<file path="config.mk">
export PLATFORM = sky130hd
export DESIGN_NAME = dp_sink_responder
export DESIGN_NICKNAME = d
export VERILOG_FILES = /design/src/rtl/dp_sink_responder.sv
export SDC_FILE = /design/constraint.sdc
export NUM_CORES = 1
export LEC_CHECK = 0
export ABC_AREA = 1
export CAP_MARGIN = 10
export CORE_MARGIN = 8
export CORE_UTILIZATION = 45
export CTS_CLUSTER_DIAMETER = 100
export DETAILED_ROUTE_END_ITERATION = 10
export DONT_BUFFER_PORTS = 1
export GPL_TIMING_DRIVEN = 1
export SYNTH_ARGS = -nofsm -noshare
export SYNTH_HDL_FRONTEND = slang
export SYNTH_SLANG_ARGS = --single-unit
</file>
<file path="constraint.sdc">
create_clock -name clk -period 2.9 [get_ports clk]
set_input_delay 0.87 -clock clk [delete_from_list [all_inputs] [get_ports clk]]
set_output_delay 0.87 -clock clk [all_outputs]
set_load 0.01 [all_outputs]
</file>
<file path="src/rtl/dp_sink_responder.sv">
// dp_sink_responder: responder end of the valid/ready/pd data path.
// It accepts beats under programmable backpressure and buffers them in a
// small FIFO that drains to a local output. It also counts handshakes and
// keeps sticky flags for master-side protocol violations.
// Optional feature macro: DP_SINK_XCHECK_EN. When defined, accepted payloads
// holding X/Z set err_pd_x and trip an assertion (simulation only).
// When undefined, err_pd_x is tied 0.
module dp_sink_responder #(
    parameter int          PW      = 1,
    parameter int          DEPTH   = 4,
    parameter logic [15:0] BP_SEED = 16'hACE1
) (
    input  logic          clk,
    input  logic          resetn,
    input  logic          dp_valid,
    output logic          dp_ready,
    input  logic [PW-1:0] dp_pd,
    input  logic [1:0]    bp_mode,
    input  logic [3:0]    bp_period,
    input  logic          drain_en,
    output logic          out_valid,
    output logic [PW-1:0] out_pd,
    output logic [31:0]   txn_count,
    output logic          err_valid_drop,
    output logic          err_pd_change,
    output logic          err_pd_x,
    input  logic          clr
);
    localparam int AW = (DEPTH > 1) ? $clog2(DEPTH) : 1;
    localparam logic [AW:0] FULL = (AW+1)'(DEPTH);

    logic [PW-1:0] mem [DEPTH];
    logic [AW-1:0] wr_ptr, rd_ptr;
    logic [AW:0]   occ, occ_next;
    logic          accept, pop, allow_next;
    logic [15:0]   lfsr_q, lfsr_next;
    logic [3:0]    per_cnt, per_cnt_next;
    logic          dp_ready_q, stalled_q;
    logic [PW-1:0] held_pd_q;
    logic [31:0]   txn_q;
    logic          err_vd_q, err_pc_q;

    assign dp_ready       = dp_ready_q;
    assign accept         = dp_valid & dp_ready_q;
    assign out_valid      = (occ != '0);
    assign pop            = drain_en & out_valid;
    // Gate the head so an empty FIFO shows zero instead of a stale entry.
    assign out_pd         = out_valid ? mem[rd_ptr] : '0;
    assign occ_next       = occ + {{AW{1'b0}}, accept} - {{AW{1'b0}}, pop};
    assign txn_count      = txn_q;
    assign err_valid_drop = err_vd_q;
    assign err_pd_change  = err_pc_q;

    // Backpressure source for the next ready. Each generator advances only in its own mode.
    always_comb begin
        allow_next   = 1'b1;
        lfsr_next    = lfsr_q;
        per_cnt_next = per_cnt;
        case (bp_mode)
            2'b00: allow_next = 1'b1;
            2'b01: begin
                allow_next = lfsr_q[0];
                lfsr_next  = {lfsr_q[0] ^ lfsr_q[2] ^ lfsr_q[3] ^ lfsr_q[5], lfsr_q[15:1]};
            end
            2'b10: begin
                allow_next   = (per_cnt == 4'd0);
                per_cnt_next = (per_cnt >= bp_period) ? 4'd0 : per_cnt + 4'd1;
            end
            default: allow_next = 1'b0;
        endcase
    end

    // FIFO storage. Ready is never high while full, so a push always has room.
    always_ff @(posedge clk) begin
        if (resetn && accept) mem[wr_ptr] <= dp_pd;
    end

    // Control state: pointers, registered ready, generators, counters and stall tracking.
    always_ff @(posedge clk) begin
        if (!resetn) begin
            wr_ptr     <= '0;
            rd_ptr     <= '0;
            occ        <= '0;
            dp_ready_q <= 1'b0;
            lfsr_q     <= BP_SEED;
            per_cnt    <= 4'd0;
            stalled_q  <= 1'b0;
            held_pd_q  <= '0;
            txn_q      <= '0;
            err_vd_q   <= 1'b0;
            err_pc_q   <= 1'b0;
        end else begin
            if (accept) wr_ptr <= wr_ptr + 1'b1;
            if (pop)    rd_ptr <= rd_ptr + 1'b1;
            occ        <= occ_next;
            dp_ready_q <= allow_next & (occ_next < FULL);
            lfsr_q     <= lfsr_next;
            per_cnt    <= per_cnt_next;
            stalled_q  <= dp_valid & ~dp_ready_q;
            held_pd_q  <= dp_pd;
            // clr wins over a same-cycle accept or error set.
            if (clr) begin
                txn_q    <= '0;
                err_vd_q <= 1'b0;
                err_pc_q <= 1'b0;
            end else begin
                txn_q <= txn_q + {31'd0, accept};
                if (stalled_q && !dp_valid)                       err_vd_q <= 1'b1;
                if (stalled_q && dp_valid && dp_pd != held_pd_q) err_pc_q <= 1'b1;
            end
        end
    end

`ifdef DP_SINK_XCHECK_EN
    logic err_px_q;

    // Sticky flag for accepted payloads holding X/Z.
    always_ff @(posedge clk) begin
        if (!resetn || clr)                       err_px_q <= 1'b0;
        else if (accept && $isunknown(dp_pd))     err_px_q <= 1'b1;
    end
    assign err_pd_x = err_px_q;

    a_pd_known: assert property (@(posedge clk) disable iff (!resetn)
                                 accept |-> !$isunknown(dp_pd));
`else
    assign err_pd_x = 1'b0;
`endif

endmodule
</file>
==> metrics.yaml <==
status: "finished clean"
cts_sinks: 70
cp.required_ns: 3.19
syn2layout_area_growth_pct: 7.11
gr-total-overflow: 0
yosysTopAreaCell: "dfxtp_1"
peakVddDrop_uv: 256
drt_first_pass_iters: 5
cts.htree.levels: 3
yosysMostFrequentCell: "nand2_1"
synth_common_cells: "nand2_1 (99), nor2_1 (78), dfxtp_1 (66), inv_1 (53), a21oi_1 (33)"
cap_violations: 0
die_h_um: 103
wl_per_cell_um: 12.4
setup_viol: 0
synth_top_family_by_area: "simple AND/OR/NAND/NOR gates"
root_buffer: "clkbuf_8"
cts_max_path_buffers: 2
die_area_mm2: 0.0105
worstReg2RegStart: "occ[1]$_SDFF_PN0_"
p_leak_nw: 1.41
min_path_cells: 2
drv_slew: 0
cts_resized: 0
cts_made_buffers: 9
tritoncts: "done"
powerDensity_mw_per_mm2: 549
initial_core_util_pct: 46.6
r2r_end: "occ[2]$_SDFF_PN0_"
postSynthCellCount: 460
synth-compound-area-share_pct: 9.33
hp-class: "reg2reg"
grt_pass1_vias: 2495
post-cts-setup-buffer-count: 0
port_buffers: 0
wl_um: 7020
hold_violations: 0
grt_max_degree: 27
stdcell_area_mm2: 0.00362
finalCritPeriodShare_pct: 80.6
fin_skew_ns: 0.00782
critPathKind: "reg2reg"
drive_above_1_share_pct: 8.33
antenna_cells: 0
die_w_um: 103
async_flop_share_pct: 0
post-dp-hpwl_um: 5310
grt_pass1_wl_um: 11500
power.total_mw: 1.99
vias: 2759
drc: 0
postCtsHoldBufs: 0
gp_congestion: 0.851
worst_hold_path.endpoint: "lfsr_q[13]$_SDFFE_PN1N_"
syn_area_mm2: 0.00338
ys_types: 31
synth_top_area_share_pct: 39.1
startpoint_type: "register"
placed_area_mm2: 0.00347
synthFlopType: "dfxtp_1"
synth_warnings: 0
crit_path_end_kind: "register"
syn_nets: 487
synth.area.top_cells: "dfxtp_1 (39%), nand2_1 (11%), nor2_1 (8.7%), inv_1 (5.9%), ha_1 (5.2%)"
ant_nets: 0
synth_xor_area_share_pct: 3.37
synthSimpleGateAreaFrac_pct: 31.4
clkSlewWorstSetupHoldPaths_ns: 0.07
setup_tns_ns: 0
rr_worst_depth: 12
grt_setup_unrepaired: "false"
ys_seq_area_share_pct: 42.7
rrSetupSlack_ns: 0.56
antenna_found_initial: 0
ys_seq_elements: 70
vias_per_cell: 4.87
finalCriticalPeriod_ns: 2.34
whs_ns: 0.460
ios: 50
synth_edf_count: 4
layout.nets: 491
insertion_delay_ns: 0.34
arrival_ns: 2.62
rows: 31
min_from: "lfsr_q[13]$_SDFFE_PN1N_"
gr-usage-all-layers_pct: 14.2
avgSynthCellArea_um2: 7.35
drt_iter0_drc: 84
synth_mux_area_share_pct: 0
max_freq_mhz: 428
worstPathMaxFanout: 6
core_area_mm2: 0.00725
synthAdderAreaFrac_pct: 5.78
## cells in the final DEF (no fill, tap or decap), types with 4 or more instances in the layout
cell type   n
nand2_2     4
xor2_1     10
dfxtp_1    66
nand2_1    99
a21oi_1    33
nor2_2     11
nor2_4      7
nor2_1     78
clkbuf_8    9
inv_1      53
edfxtp_1    4
ha_1       14
o21ai_0    21
nand3_1    27
## logic make-up (layout without fill, tap and decap cells)
family	after synthesis	in the layout
XOR/XNOR	13	13
AO/OA/AOI/OAI	60	60
AND/OR/NAND/NOR	237	237
buffers and inverters	64	72
flip-flops	70	70
other	1	1
adder cells (fa/ha/maj)	15	15
## cell type report
| type | count | area [um2] |
|---|---|---|
| Clock buffer | 12 | 135 |
| Clock inverter | 3 | 12.5 |
| Fill cell | 748 | 3630 |
| Inverter | 56 | 210 |
| Multi-Input combinational cell | 326 | 1690 |
| Sequential cell | 70 | 1440 |
| Tap cell | 99 | 124 |
| Timing Repair Buffer | 1 | 7.51 |
## critical path: stages, from the launching register on
cell and delay, ns:
dfxtp_1 0.37, inv_1 0.08, nand3_1 0.17, inv_1 0.12, nor2_2 0.19, ha_1 0.26
inv_1 0.05, ha_1 0.12, inv_1 0.04, fa_1 0.38, xnor2_1 0.17, xor2_1 0.19
and2_1 0.14
## power by group
part           switching [mW]  internal (mW)  leakage (nW)  total (mW)
Sequential             0.0463           1.03         0.574        1.08
Clock                   0.341          0.300        0.0753       0.640
Combinational           0.164          0.101         0.759       0.265
Total                   0.551           1.44          1.41        1.99
## layer usage
layer,up-vias,GRT usage [%],share of wire (%)
met3,11,5.67,8.2
met5,-,0,0
met1,1230,15.9,44
met2,65,23.0,46
met4,0,6.66,1.9
li1,1453,-,-
## state kept, by name, indices dropped and copies added (netlist names), named ones only
name	count
dp_ready	1
err_pd_change	1
err_valid_drop	1
held_pd_q	1
lfsr_q	16
mem	4
occ	3
per_cnt	4
rd_ptr	2
stalled_q	1
txn_count	32
wr_ptr	2
## stage by stage
stage | util [%] | instances | setup slack, ns
2_1_floorplan | - | 460 | 0.473
3_3_place_gp | 47.9 | 552 | 0.413
3_5_place_dp | 47.9 | 552 | 0.376
4_1_cts | 49.9 | 567 | 0.519
5_1_grt | 49.9 | 567 | 0.310
6_report | 49.9 | 567 | 0.563
## worst max path at each step
stage                     cells past startpoint           endpoint              start  slack (ns)
after floorplan                              10  occ[2]$_SDFF_PN0_           drain_en        0.47
after global placement                       10  occ[2]$_SDFF_PN0_           drain_en        0.41
after detailed placement                     10  occ[2]$_SDFF_PN0_           drain_en        0.38
after CTS                                    12  occ[2]$_SDFF_PN0_  occ[1]$_SDFF_PN0_        0.52
after global routing                         12  occ[2]$_SDFF_PN0_  occ[1]$_SDFF_PN0_        0.31
final                                        12  occ[2]$_SDFF_PN0_  occ[1]$_SDFF_PN0_        0.56
No activity file was read; power rests on OpenSTA's default activity.
